### src/rtl/uart_rx_param.sv
// Oversampling UART receiver: start detect, mid-bit sampling, LSB-first data, stop check, valid/ready output.
// Define UART_RX_PARITY_EN to receive and check a parity bit between the last data bit and the stop bit.
module uart_rx_param #(
  parameter int CLKS_PER_BIT = 16,
  parameter int DATA_BITS    = 8,
  parameter int PARITY_ODD   = 0
) (
  input  logic                 clk,
  input  logic                 rst,
  input  logic                 rx,
  output logic [DATA_BITS-1:0] out_data,
  output logic                 out_valid,
  input  logic                 out_ready,
  output logic                 frame_err,
  output logic                 parity_err,
  output logic                 overrun
);
  localparam int CW = $clog2(CLKS_PER_BIT);
  localparam int IW = $clog2(DATA_BITS);
`ifdef UART_RX_PARITY_EN
  localparam logic PAR_EN = 1'b1;
`else
  localparam logic PAR_EN = 1'b0;
`endif
  localparam logic PAR_SENSE = (PARITY_ODD != 0);

  localparam logic [2:0] S_IDLE   = 3'd0;
  localparam logic [2:0] S_START  = 3'd1;
  localparam logic [2:0] S_DATA   = 3'd2;
  localparam logic [2:0] S_PARITY = 3'd3;
  localparam logic [2:0] S_STOP   = 3'd4;
  localparam logic [2:0] S_BRK    = 3'd5;

  localparam logic [CW-1:0] CNT_HALF = CW'(CLKS_PER_BIT / 2 - 1);
  localparam logic [CW-1:0] CNT_LAST = CW'(CLKS_PER_BIT - 1);
  localparam logic [IW-1:0] IDX_LAST = IW'(DATA_BITS - 1);

  logic                 rx_meta_q, rx_s_q;
  logic [2:0]           state_q, state_d;
  logic [CW-1:0]        cnt_q, cnt_d;
  logic [IW-1:0]        idx_q, idx_d;
  logic                 par_bad_q, par_bad_d;
  logic                 cmpl_q, cmpl_d;
  logic                 frame_err_q, frame_err_d;
  logic                 par_err_q, par_err_d;
  logic                 ovr_q, ovr_d;
  logic                 vld_q, vld_d;
  logic [DATA_BITS-1:0] data_q, data_d;
  logic [DATA_BITS-1:0] shift_q;
  logic                 shift_we;

  always_comb begin
    state_d     = state_q;
    cnt_d       = cnt_q + CW'(1);
    idx_d       = idx_q;
    par_bad_d   = par_bad_q;
    cmpl_d      = 1'b0;
    frame_err_d = 1'b0;
    par_err_d   = 1'b0;
    ovr_d       = 1'b0;
    vld_d       = vld_q;
    data_d      = data_q;
    shift_we    = 1'b0;
    case (state_q)
      S_IDLE: begin
        cnt_d = '0;
        if (!rx_s_q) state_d = S_START;
      end
      S_START: begin
        if (cnt_q == CNT_HALF) begin
          cnt_d = '0;
          if (!rx_s_q) begin
            state_d   = S_DATA;
            idx_d     = '0;
            par_bad_d = 1'b0;
          end else begin
            state_d = S_IDLE;
          end
        end
      end
      S_DATA: begin
        if (cnt_q == CNT_LAST) begin
          cnt_d    = '0;
          shift_we = 1'b1;
          if (idx_q == IDX_LAST) state_d = PAR_EN ? S_PARITY : S_STOP;
          else                   idx_d   = idx_q + IW'(1);
        end
      end
      S_PARITY: begin
        if (cnt_q == CNT_LAST) begin
          cnt_d     = '0;
          par_bad_d = (rx_s_q != ((^shift_q) ^ PAR_SENSE));
          state_d   = S_STOP;
        end
      end
      S_STOP: begin
        if (cnt_q == CNT_LAST) begin
          cnt_d = '0;
          if (rx_s_q) begin
            cmpl_d  = 1'b1;
            state_d = S_IDLE;
          end else begin
            // Broken stop: drop the word, report both errors, and wait out the low line
            frame_err_d = 1'b1;
            par_err_d   = par_bad_q;
            state_d     = S_BRK;
          end
        end
      end
      S_BRK: begin
        cnt_d = '0;
        if (rx_s_q) state_d = S_IDLE;
      end
      default: begin
        cnt_d   = '0;
        state_d = S_IDLE;
      end
    endcase

    // Output register: a completed word wins over a plain accept in the same cycle
    if (cmpl_q) begin
      par_err_d = par_bad_q;
      if (!vld_q || out_ready) begin
        data_d = shift_q;
        vld_d  = 1'b1;
      end else begin
        ovr_d = 1'b1;
      end
    end else if (vld_q && out_ready) begin
      vld_d = 1'b0;
    end
  end

  always_ff @(posedge clk or posedge rst) begin
    if (rst) begin
      rx_meta_q   <= 1'b1;
      rx_s_q      <= 1'b1;
      state_q     <= S_IDLE;
      cnt_q       <= '0;
      idx_q       <= '0;
      par_bad_q   <= 1'b0;
      cmpl_q      <= 1'b0;
      frame_err_q <= 1'b0;
      par_err_q   <= 1'b0;
      ovr_q       <= 1'b0;
      vld_q       <= 1'b0;
      data_q      <= '0;
    end else begin
      rx_meta_q   <= rx;
      rx_s_q      <= rx_meta_q;
      state_q     <= state_d;
      cnt_q       <= cnt_d;
      idx_q       <= idx_d;
      par_bad_q   <= par_bad_d;
      cmpl_q      <= cmpl_d;
      frame_err_q <= frame_err_d;
      par_err_q   <= par_err_d;
      ovr_q       <= ovr_d;
      vld_q       <= vld_d;
      data_q      <= data_d;
    end
  end

  always_ff @(posedge clk) begin
    if (shift_we) shift_q[idx_q] <= rx_s_q;
  end

  assign out_data   = data_q;
  assign out_valid  = vld_q;
  assign frame_err  = frame_err_q;
  assign parity_err = PAR_EN & par_err_q;
  assign overrun    = ovr_q;
endmodule
### config.mk
export PLATFORM = sky130hd
export DESIGN_NAME = uart_rx_param
export DESIGN_NICKNAME = d
export VERILOG_FILES = /design/src/rtl/uart_rx_param.sv
export SDC_FILE = /design/constraint.sdc
export NUM_CORES = 1
export LEC_CHECK = 0
export ABC_AREA = 1
export CAP_MARGIN = 40
export CORE_AREA = 2 2 62 64
export CTS_CLUSTER_SIZE = 14
export DETAILED_ROUTE_END_ITERATION = 10
export DIE_AREA = 0 0 64 66
export MAX_ROUTING_LAYER = met4
export SYNTH_ARGS = -nofsm -noshare
export SYNTH_HDL_FRONTEND = slang
export SYNTH_SLANG_ARGS = --single-unit
### constraint.sdc
create_clock -name clk -period 1.53 [get_ports clk]
set_clock_uncertainty 0.2 [all_clocks]
set_input_delay 0.3825 -clock clk [delete_from_list [all_inputs] [get_ports clk]]
set_output_delay 0.3825 -clock clk [all_outputs]
set_load 0.05 [all_outputs]
==> reports/results.tsv, run 1 <==
stage	metric	value	unit
cts	cts_root_buf	clkbuf_4	
synthesis	ys_seq_area_frac	0.613	
synthesis	synth_area_leader_cell	dfrtp_1	
synthesis	netlist_instances	129	
worst_setup_path	reg2reg_to	shift_q[3]	
worst_setup_path	crit_chain	ha_2 -> nand2_2 -> inv_2 -> nand2_4 -> nor2_4 -> nand2_4 -> nor3_2	
worst_setup_path	start_kind	register	
run_status	status	finished, violations left	
sta	period_share	1.06	
job	cap_violations	0	
worst_setup_path	worst_path_most_repeated_cell	nand2_4	
worst_setup_path	endpoint_kind	register	
global_route	grt_max_degree	25	
sta	post-route-min-period	1.62	ns
synthesis	synthDistinctLibCells	23	
worst_setup_path	cpMaxStageDelayCell	dfrtp_1	
finish	multiInputGateArea	576	sq um
drt	totalWireLength	2370	um
finish	drive_above_1_share	0.440	
power	pwr_density_cell	975	mW/mm^2
sta	fmax	616	MHz
worst_setup_path	cp_max_fo	4	
power	vdd_drop_max	0.714	mV
worst_setup_path	cp.required	1.38	ns
sta	report.final.hold_viol_count	0	
floorplanning	coreArea	0.00355	sq mm
drt	drc	0	
floorplanning	fp-row-count	22	
synthesis	ys_async_sr_fraction	0.750	
worst_setup_path	cp_top_family	simple AND/OR/NAND/NOR gates	
worst_setup_path	max_stage_delay	0.37	ns
finish	area_growth	47.1	%
floorplanning	dieWidth	64	um
synthesis	synth_common_cells	nand2_1 (28), dfrtp_1 (22), inv_1 (15), nor2_1 (11), nor3_1 (9)	
floorplanning	start_util	0.387	
cts	clk_pin_slew	0.10	ns
global_route	grt_use_met3	0.0443	
finish	design_area	0.00202	sq mm
worst_setup_path	reg2reg_slack	-0.09	ns
worst_setup_path	arrival	1.47	ns
synthesis	synth_area_leaders	dfrtp_1 (40%), edfxtp_1 (17%), nand2_1 (7.6%)	
cts	cts_tree	yes	
global_route	use_met2	0.229	
floorplanning	die_h	66	um
drt	ant_nets	0	
global_route	grt_overflow	0	
hold_path	hold_path_class	in -> async	
worst_setup_path	reg2reg_depth	7	
worst_setup_path	reg2reg_from	cnt_q[1]	
synthesis	synth_fp_nets	136	
drt	route.vias.total	967	
finish	nFillCells	285	
placed_design	hpwl	1750	um
global_route	top_usage_layer	met2	
power	cellLeakagePower	0.959	nW
placed_design	placed_area	0.00183	sq mm
worst_setup_path	worstSetupPathType	reg -> reg	
placed_design	place_ws	-0.258	ns
synthesis	yosys_register_bits	32	
synthesis	yosys_warnings	0	
finish	antennaDiodeCount	0	
cts	clock_path_buffers	2	
floorplanning	ios	16	
synthesis	synth.cell_area	0.00138	sq mm
finish	regArea	845	sq um
global_route	antenna_found_initial	0	
run_status	violations	setup timing	
drt	dr.pass1.iters	4	
sta	hold_ws	0.160	ns
sta	tns	-0.736	ns
cts	htreeDepth	2	
synthesis	synth.most_common_cell	nand2_1	
cts	clk_latency	0.33	ns
placed_design	portBuffers	14	
sta	worst_slack	-0.0945	ns
global_route	grt.total_usage	0.136	
sta	rsz0062_at_grt	yes	
cts	cts_buffers	5	
global_route	grt_pass1_vias	1009	
drt	viasPerCell	4.52	
placed_design	gp_congestion	0.821	
sta	setup_viol	13	
drt	wl_per_cell	11.1	um
drt	drt_iter0_drc	33	
cts	clock-sinks	32	
finish	final_util	0.570	
synthesis	yosysTopAreaCellShare	0.400	
worst_setup_path	worst-path-buf-inv	1	
sta	timing.final.max_slew_violations	0	
global_route	grt_util_met1	0.141	
finish	nets	172	
synthesis	synth_edf_count	8	
synthesis	synthFlopType	dfrtp_1	
floorplanning	die-area	0.00422	sq mm
synthesis	avgSynthCellArea	10.7	sq um
global_route	grt_pass1_wl	4220	um
==> state kept, by name, indices dropped and copies added (netlist names) <==
name       flops
rx_meta_q      1
out_data       8
state_q        3
idx_q          3
rx_s_q         1
cmpl_q         1
out_valid      1
overrun        1
shift_q        8
frame_err      1
cnt_q          4
==> report_power, final <==
part | switching [mW] | internal (mW) | total, mW
sequential | 0.0344 | 0.924 | 0.959
clock | 0.289 | 0.340 | 0.630
combinational | 0.195 | 0.189 | 0.384
==> logic make-up after synthesis <==
family / synth area share
muxes: 0.0655
adders and majority gates: 0.0273
other: 0.00273
DFF: 0.613
and+or+nand+nor: 0.207
buffers and inverters: 0.0519
AOI/OAI and AO/OA: 0.0264
xor gates and xnor gates: 0.00637
==> layer usage <==
layer,vias up,share of wire
li1,487,-
met1,452,0.42
met2,22,0.51
met3,6,0.047
met4,0,0.024
met5,-,0
==> how the worst max path moves through the flow <==
stage	slack [ns]	cells past startpoint	end	startpoint
floorplan	-0.04	7	shift_q[4]	cnt_q[0]
global placement	-0.23	6	out_data[3]	out_ready
CTS	-0.08	7	shift_q[2]	cnt_q[1]
finish	-0.09	7	shift_q[3]	cnt_q[1]
detailed placement	-0.26	6	out_data[3]	out_ready
global route	-0.16	7	shift_q[5]	cnt_q[0]
==> cell type report <==
| class | instances | area share |
|---|---|---|
| Timing Repair Buffer | 30 | 0.197 |
| Tap cell | 48 | 0.0297 |
| Clock buffer | 5 | 0.0186 |
| Inverter | 17 | 0.0315 |
| Multi-Input combinational cell | 79 | 0.284 |
| Sequential cell | 32 | 0.417 |
| Clock inverter | 3 | 0.0210 |
==> placed cells by master (no fill, tap or decap), types with 2 or more instances in the layout <==
cell / n
nand2_4: 3
clkdlybuf4s50_1: 3
dfstp_2: 2
nand3_1: 6
nand2_1: 22
ha_2: 2
nand4_1: 2
inv_2: 2
buf_4: 13
mux2_2: 8
buf_12: 13
dfrtp_1: 21
nand2_2: 6
nor2_4: 2
nor3_2: 6
inv_1: 15
nor2_1: 10
clkbuf_4: 5
edfxtp_1: 8
nor3_4: 2
==> worst min-delay path: stages <==
cell and delay, ns:
clkdlybuf4s50_1 0.39, inv_1 0.09, buf_12 0.18
==> per-stage QoR <==
step	power (mW)	instances
5_1_grt	2.09	214
4_1_cts	1.96	213
2_1_floorplan	1.18	129
3_3_place_gp	1.29	204
6_report	1.97	214
3_5_place_dp	1.30	204
==> what timing repair did <==
item                                    4_1_cts  5_1_grt
gates resized for setup                      11       11
pin swaps                                     1        5
endpoints found under the setup margin       16       24
setup buffers                                 1        3
hold buffers                                  0        0
(Power assumes the default switching activity.)
==> inputs of run 2 (changes only) <==
--- a/config.mk
+++ b/config.mk
@@ -12,6 +12,7 @@
 export DETAILED_ROUTE_END_ITERATION = 10
 export DIE_AREA = 0 0 64 66
 export MAX_ROUTING_LAYER = met4
+export SLEW_MARGIN = 20
 export SYNTH_ARGS = -nofsm -noshare
 export SYNTH_HDL_FRONTEND = slang
 export SYNTH_SLANG_ARGS = --single-unit
==> results of run 2 <==
Same layout as run 1: the final DEF is identical, and so are final timing and power.
==> inputs of run 3 (changes only) <==
--- a/config.mk
+++ b/config.mk
@@ -7,11 +7,14 @@
 export LEC_CHECK = 0
 export ABC_AREA = 1
 export CAP_MARGIN = 40
-export CORE_AREA = 2 2 62 64
+export CELL_PAD_IN_SITES_DETAIL_PLACEMENT = 1
+export CELL_PAD_IN_SITES_GLOBAL_PLACEMENT = 2
+export CORE_AREA = 2 2 69 71
 export CTS_CLUSTER_SIZE = 14
 export DETAILED_ROUTE_END_ITERATION = 10
-export DIE_AREA = 0 0 64 66
+export DIE_AREA = 0 0 71 73
 export MAX_ROUTING_LAYER = met4
+export PLACE_DENSITY_LB_ADDON = 0.1
 export SLEW_MARGIN = 20
 export SYNTH_ARGS = -nofsm -noshare
 export SYNTH_HDL_FRONTEND = slang
==> run 3 against run 2 <==
  * The flow still finishes with violations (setup timing)
  * Largest power group unchanged
  * Via count up 4.8%
  * Critical endpoint is now shift_q[7]
  * Clock power up 32%
  * Sequential share of layout area down 0.83 points
  * Non-clock buffer count up 4
  * Register-to-register slack about the same
  * Combinational power about the same
  * Sequential power down 2%
  * Fmax about the same
  * Sequential cell count unchanged
  * Routed wire length up 23%
  * Critical path depth unchanged
  * Final cell count up 4.7%
  * Highest routed layer unchanged
==> reports/results.tsv, run 3 (synthesis results as in run 1) <==
stage	metric	value	unit	change
placed_design	gp_congestion	0.728		-11%
finish	drive_above_1_share	0.453		+0.0132
job	cap_violations	0		unchanged
sta	setup_viol	12		-1
cts	clk_pin_slew	0.07	ns	-0.03 ns
cts	cts_root_buf	clkbuf_8		
global_route	grt.total_usage	0.130		-0.00676
finish	antennaDiodeCount	0		unchanged
worst_setup_path	reg2reg_to	shift_q[7]		
run_status	violations	setup timing		
power	cellLeakagePower	0.991	nW	+3.3%
sta	fmax	615	MHz	about the same
cts	clock_path_buffers	2		unchanged
sta	period_share	1.06		about the same
sta	tns	-0.821	ns	-0.0848 ns
worst_setup_path	cp-endpoint	shift_q[7]		
worst_setup_path	cp.required	1.32	ns	-0.06 ns
finish	nets	176		+2.3%
power	pwr_density_cell	1050	mW/mm^2	+7.4%
worst_setup_path	worstSetupPathType	reg -> reg		
cts	cts_buffers	5		unchanged
worst_setup_path	reg2reg_slack	-0.1	ns	about the same
finish	regArea	845	sq um	unchanged
global_route	grt_max_degree	25		unchanged
sta	timing.final.max_slew_violations	0		unchanged
drt	totalWireLength	2900	um	+23%
worst_setup_path	endpoint_kind	register		
drt	route.vias.total	1013		+4.8%
hold_path	hold_path_class	reg -> reg		
cts	cts_tree	yes		
run_status	status	finished, violations left		
cts	ctsHoldBuffers	0		unchanged
sta	report.final.hold_viol_count	0		unchanged
sta	post-route-min-period	1.63	ns	+0.000667 ns
global_route	grt_pass1_vias	1062		+5.3%
drt	dr.pass1.iters	3		-1
drt	wl_per_cell	13.0	um	+17%
hold_path	min_from	rx_meta_q		
global_route	grt_pass1_wl	4880	um	+16%
floorplanning	dieWidth	71	um	+11%
finish	nFillCells	501		+76%
finish	multiInputGateArea	539	sq um	-6.3%
worst_setup_path	arrival	1.41	ns	-0.06 ns
drt	ant_nets	0		unchanged
worst_setup_path	start_kind	register		
finish	area_growth	50.1	%	
sta	rsz0062_at_grt	yes		
global_route	grt_overflow	0		unchanged
floorplanning	fp-row-count	25		+14%
placed_design	hpwl	2200	um	+26%
floorplanning	die-area	0.00518	sq mm	+23%
finish	layout_commonest_cell	nand2_1		
floorplanning	ios	16		unchanged
cts	htreeDepth	2		unchanged
sta	worst_slack	-0.0952	ns	-0.000667 ns
power	power	2.16	mW	+9.6%
worst_setup_path	startpoint	cnt_q[1]		
worst_setup_path	cp_max_fo	4		unchanged
placed_design	portBuffers	14		unchanged
finish	final_cell_mix	nand2_1 (22), dfrtp_1 (21), buf_4 (16), inv_1 (15), buf_12 (13)		
global_route	antenna_found_initial	0		unchanged
drt	drc	0		unchanged
sta	hold_ws	0.158	ns	-0.00200 ns
worst_setup_path	reg2reg_depth	7		unchanged
cts	clk_latency	0.28	ns	-0.05 ns
floorplanning	start_util	0.303		-0.0841
drt	viasPerCell	4.52		about the same
drt	drt_iter0_drc	8		-76%
cts	clock-sinks	32		unchanged
worst_setup_path	reg2reg_from	cnt_q[1]		
power	vdd_drop_max	0.877	mV	+23%
floorplanning	coreArea	0.00454	sq mm	+28%
floorplanning	die_h	73	um	+11%
run 3: cell types whose count changed in the layout (fill, tap and decap cells not counted), sizes merged:
cell / delta
buf: +4
clkinvlp: -1
clkbuf: +1
run 3: cell type report:
| class | instances | share of cell area |
|---|---|---|
| Tap cell | 54 | 0.0327 |
| Inverter | 17 | 0.0309 |
| Clock buffer | 6 | 0.0400 |
| Sequential cell | 32 | 0.409 |
| Multi-Input combinational cell | 79 | 0.261 |
| Clock inverter | 2 | 0.0164 |
| Timing Repair Buffer | 34 | 0.210 |
run 3: repair_timing:
action                     CTS  global route
gates cloned                 0             0
resized for setup           11             7
buffers inserted             2             1
pin swaps                    3             3
setup endpoints to repair   17            26
run 3: report_power, final:
part	switching (mW)	total (mW)	internal, mW	leakage (nW)
logic	0.208	0.386	0.178	0.537
clock network	0.309	0.833	0.524	0.0588
registers	0.0243	0.943	0.919	0.395
total	0.541	2.16	1.62	0.991
run 3: worst min path at each step:
stage | endpoint | slack [ns] | cells past startpoint
floorplan | rx_s_q | 0.15 | 0
global placement | rx_s_q | 0.15 | 0
detailed placement | rx_s_q | 0.15 | 0
CTS | rx_s_q | 0.16 | 0
global route | rx_s_q | 0.17 | 0
finish | rx_s_q | 0.16 | 0
run 3: worst max-delay path: stages, from the launching register on:
cell	delay, ns
dfrtp_1	0.36
ha_2	0.19
nand2_2	0.07
inv_2	0.08
nand2_4	0.06
nor2_4	0.12
nand2_2	0.12
nor3_4	0.14
run 3: routing by layer:
metal	GRT usage	wire length, um	vias to the layer above	part of all wire
met2	0.226	1560	19	0.54
met1	0.133	1160	494	0.40
li1	-	-	494	-
met5	-	0	-	0
met3	0.0428	121	6	0.042
met4	0.0587	58	0	0.020
run 3: per-stage QoR:
stage / std cells / worst slack [ns] / util / instance area [sq um]
after global placement: 213 / -0.235 / 0.410 / 1860
final: 224 / -0.0952 / 0.455 / 2060
after global routing: 224 / -0.208 / 0.455 / 2060
after CTS: 223 / -0.101 / 0.449 / 2030
after floorplan: 129 / -0.0407 / - / 1400
after detailed placement: 213 / -0.253 / 0.410 / 1860
==> RTL edit 1, RTL diff (settings of run 3) <==
`PAR_EN`: 1'b0 -> 1'b1.
--- a/src/rtl/uart_rx_param.sv
+++ b/src/rtl/uart_rx_param.sv
@@ -22,3 +22,3 @@
 `else
-  localparam logic PAR_EN = 1'b0;
+  localparam logic PAR_EN = 1'b1;
 `endif
Behaviour: same outputs for any inputs over 10 cycles, from zero or initial values and one cycle with rst high; that may be too few to reach the edited logic, so the function may still have changed.
==> RTL edit 1 against run 3 <==
- the flow still finishes with violations (negative setup slack)
- sequential cell count up 2
- final cell count up 31%
- synthesized cell count grew 40%
- global-route usage rose by 5.0 points
- non-clock buffer count is 19 higher
- routed wire length increased by 40%
- die area did not move
- area after synthesis increased by 22%
- highest routed layer unchanged
- final area is 27% higher
- setup slack got worse by 0.037 ns
Power is not compared: it rests on default switching activity, and its combinational part moved more than twofold at a synthesized area within 25%.
==> RTL edit 1: results <==
set metrics [dict create \
    run_status "finished, violations left" \
    failed_checks "negative setup slack" \
    post-place-ws_ns -0.256 \
    wl_per_cell_um 13.8 \
    clock_path_buffers 2 \
    seq_area_frac_synth_pct 53.2 \
    power_leakage_nw 1.17 \
    synth_area_leaders "dfrtp_1 36%, edfxtp_1 14%, nand2_1 11%" \
    drt_iter0_markers 60 \
    reg2reg_depth 7 \
    use_met1_pct 19.3 \
    grt_pass1_wl_um 6920 \
    grt_pass1_vias 1497 \
    cpLargestDelayFamily "simple AND/OR/NAND/NOR gates" \
    dp_hpwl_um 3070 \
    synth_cell_types 31 \
    final_nets 246 \
    crit_start "cnt_q[0]" \
    numCtsBuffers 5 \
    crit_slowest_cell "dfrtp_1" \
    relSlewSlack_pct 83.2 \
    vdd_ir_drop_max_v 0.000907 \
    syn-instance-count 180 \
    synth_top_flop_cell "dfrtp_1" \
    drt-pass1-iter-count 4 \
    post_drt_via_cell_ratio 4.82 \
    antenna_found_initial 0 \
    fillers 506 \
    worstPathMaxFanout 4 \
    placed_area_um2 2250 \
    place_congestion 0.913 \
    path_clk_slew_ns 0.08 \
    grt_max_degree 27 \
    worstSkewPairLatency_ns 0.29 \
    worstPathArrival_ns 1.46 \
    drt-total-wl_um 4060 \
    r2r_end "shift_q[0]" \
    syn_nets 187 \
    use_met2_pct 32.8 \
    use_met3_pct 5.11 \
    setup_viol 17 \
    criticalPathCategory "flip-flop to flip-flop" \
    diodes 0 \
    grtUsageTotal_pct 18.0 \
    ant_nets 0 \
    cts-root-buf "clkbuf_8" \
    fin_setup_tns_ns -1.61 \
    worstHoldPathType "flip-flop to flip-flop" \
    port_buffers 15 \
    drive_above_1_share_pct 52.1 \
    cts_htree_levels 2 \
    rrSetupSlack_ns -0.13 \
    synth-edff-count 8 \
    utilization_pct 57.6 \
    max_stage_delay_ns 0.36 \
    yosys-top-cells-count "49 x nand2_1, 24 x dfrtp_1, 15 x inv_1" \
    dpl.cell_count 276 \
    worst_slack_ns -0.132 \
    async_flop_share_pct 76.5 \
]
-- RTL edit 1: how the worst min path moves through the flow --
stage	from	slack, ns	cells after the start	end
detailed placement	rx_meta_q	0.15	0	rx_s_q
finish	rx_meta_q	0.16	0	rx_s_q
CTS	rx_meta_q	0.16	0	rx_s_q
global placement	rx_meta_q	0.15	0	rx_s_q
floorplan	rx_meta_q	0.15	0	rx_s_q
global route	rx_meta_q	0.17	0	rx_s_q
-- RTL edit 1: cell type report --
cell class                 count  share of cell area [%]
clock buffer                   5                    2.63
inverter                      24                    3.74
multi-input combinational    121                    31.6
clock inverter                 3                    2.63
timing repair buffer          53                    22.5
sequential                    34                    34.4
tap                           54                    2.59
-- RTL edit 1: per-layer routing --
metal  vias to the layer above  part of all wire, %
met5                         -                    0
met4                         0                 0.94
met3                         4                  3.3
met2                        21                   54
met1                       697                   41
li1                        696                    -
-- RTL edit 1: timing repair --
item | 4_1_cts | 5_1_grt
pin swaps | 8 | 5
endpoints found under the setup margin | 21 | 25
gates resized for setup | 32 | 14
setup buffers | 5 | 5
gates cloned | 0 | 0
-- RTL edit 1: cells by family (layout without fill, tap and decap cells) --
family,after synthesis,count (layout),synth area share [%]
compound gates,15,15,5.66
xor+xnor,5,5,2.61
fa+ha+maj,3,3,2.24
buf+inv,25,85,5.66
flops,34,34,53.2
mux,4,4,2.68
simple gates,94,94,27.9
-- RTL edit 1: where the power goes --
group	leakage, nW	switching [mW]	internal [mW]	total [mW]
Clock	0.0683	0.346	0.653	0.999
Combinational	0.688	0.720	0.632	1.35
Sequential	0.417	0.0880	1.01	1.09
==> RTL edit 2, RTL diff (config.mk and constraints of run 3) <==
Without the edit above. The output `overrun` loses its register stage (`ovr_q` becomes a continuous assignment).
--- a/src/rtl/uart_rx_param.sv
+++ b/src/rtl/uart_rx_param.sv
@@ -144,3 +144,2 @@
       par_err_q   <= 1'b0;
-      ovr_q       <= 1'b0;
       vld_q       <= 1'b0;
@@ -157,3 +156,2 @@
       par_err_q   <= par_err_d;
-      ovr_q       <= ovr_d;
       vld_q       <= vld_d;
@@ -162,2 +160,4 @@
   end
+
+  assign ovr_q = ovr_d;
 
Behaviour: same outputs for any inputs over 10 cycles, from zero or initial values and one cycle with rst high; that may be too few to reach the edited logic, so the function may still have changed.
==> RTL edit 2 against run 3 <==
- the run still ends with negative setup slack left
- setup slack better by 0.073 ns
- non-clock buffer count is 6 higher
- routed wire length increased by 9.4%
- final area grew 3.6%
- area after synthesis grew 1.4%
- sequential cell count is 1 lower
- highest routed layer unchanged
Power is not compared: it rests on default switching activity, and its combinational part moved more than twofold at a synthesized area within 25%.
==> RTL edit 2: results <==
set metrics [dict create \
    run_status "finished, violations left" \
    failed_checks "negative setup slack" \
    placed_area_um2 1880 \
    grt_pass1_vias 1129 \
    place_congestion 0.758 \
    synth-edff-count 8 \
    clock_path_buffers 2 \
    crit_slowest_cell "dfrtp_2" \
    route.met3.wl_um 105 \
    syn_nets 137 \
    fillers 496 \
    dp_hpwl_um 2450 \
    final_nets 183 \
    yosys-top-cells-count "22 x nand2_1, 21 x dfrtp_1, 14 x inv_1" \
    async_flop_share_pct 74.2 \
    worst_slack_ns -0.0219 \
    worstPathArrival_ns 0.97 \
    synth_cell_types 24 \
    seq_area_frac_synth_pct 58.7 \
    syn-instance-count 130 \
    post-place-ws_ns -0.301 \
    drt-total-wl_um 3180 \
    drt_iter0_markers 25 \
    synth_area_leaders "dfrtp_1 38%, edfxtp_1 17%, mux2_2 6.5%" \
    worstPathMaxFanout 2 \
    synth_compound_area_share_pct 4.58 \
    route.vias.total 1026 \
    grt_max_degree 16 \
    routedLengthMet1_um 1460 \
    max_stage_delay_ns 0.43 \
    synthAdderAreaFrac_pct 2.69 \
    grt_pass1_wl_um 5480 \
    grtUsageTotal_pct 14.5 \
    synthMuxAreaShare_pct 6.46 \
    wl_met2_um 1590 \
    dpl.cell_count 217 \
    setup_viol 6 \
    synth-xor-area-share_pct 1.26 \
    cts-root-buf "clkbuf_8" \
    stdcell_count 231 \
    cpLargestDelayFamily "flip-flops" \
    drive_above_1_share_pct 51.4 \
]
==> RTL edit 2: cell count changes after synthesis, sizes merged, moves of 2 or more <==
cell,change
nand3,+5
nor2,+3
nand2,-6
a31oi,+2
o21ai,+2
nand4,-2
nor3,-2
==> RTL edit 2: worst paths after layout <==
check / end / startpoint / cells past startpoint
worst max-delay path: out_valid / out_valid / 2
worst min-delay path: rx_s_q / rx_meta_q / 0
worst max register to register: shift_q[7] / cnt_q[0] / 5
worst min register to register: rx_s_q / rx_meta_q / 0
max in group asynchronous: rx_s_q / rst / 3
min in group asynchronous: state_q[2] / rst / 3
==> RTL edit 2: cell families after synthesis <==
| family | count (synthesis) |
|---|---|
| AO/OA/AOI/OAI | 7 |
| XOR/XNOR | 2 |
| buffers and inverters | 17 |
| AND/OR/NAND/NOR | 61 |
| other | 1 |
| flip-flops | 31 |
| multiplexers | 8 |
| adder cells (fa/ha/maj) | 3 |
==> RTL edit 2: through the flow <==
stage / setup TNS [ns] / hold slack [ns] / util (%) / power (mW)
2_1_floorplan: -0.00987 / 0.145 / - / 1.46
3_3_place_gp: -2.73 / 0.149 / 41.4 / 1.76
3_5_place_dp: -3.25 / 0.157 / 41.4 / 1.79
4_1_cts: -0.234 / 0.168 / 46.4 / 2.73
5_1_grt: -1.66 / 0.170 / 47.1 / 2.87
6_report: -0.0790 / 0.165 / 47.1 / 2.69
==> RTL edit 2: metal layers <==
| metal | vias to the layer above | GRT usage [%] |
|---|---|---|
| li1 | 514 | - |
| met1 | 495 | 18.1 |
| met2 | 15 | 22.2 |
| met3 | 2 | 4.56 |
| met4 | 0 | 5.66 |
| met5 | - | - |
==> RTL edit 2: final cells by class <==
class | count | area share [%]
Inverter | 16 | 2.81
Tap cell | 54 | 3.16
Clock buffer | 6 | 3.86
Timing Repair Buffer | 40 | 21.4
Sequential cell | 31 | 38.3
Clock inverter | 2 | 1.64
Multi-Input combinational cell | 82 | 28.8
==> RTL edit 2: power groups by stage <==
stage	clock network, mW	logic (mW)	registers (mW)
after floorplan	0	0.446	1.01
after global placement	0	0.770	0.988
after detailed placement	0	0.797	0.992
after CTS	0.876	0.874	0.976
after global routing	0.917	0.973	0.984
final	0.843	0.875	0.976
==> RTL edit 2: timing repair <==
| action | CTS | global route |
|---|---|---|
| pin swaps | 5 | 2 |
| buffers inserted | 5 | 1 |
| resized for setup | 19 | 9 |
| endpoints found under the setup margin | 17 | 27 |
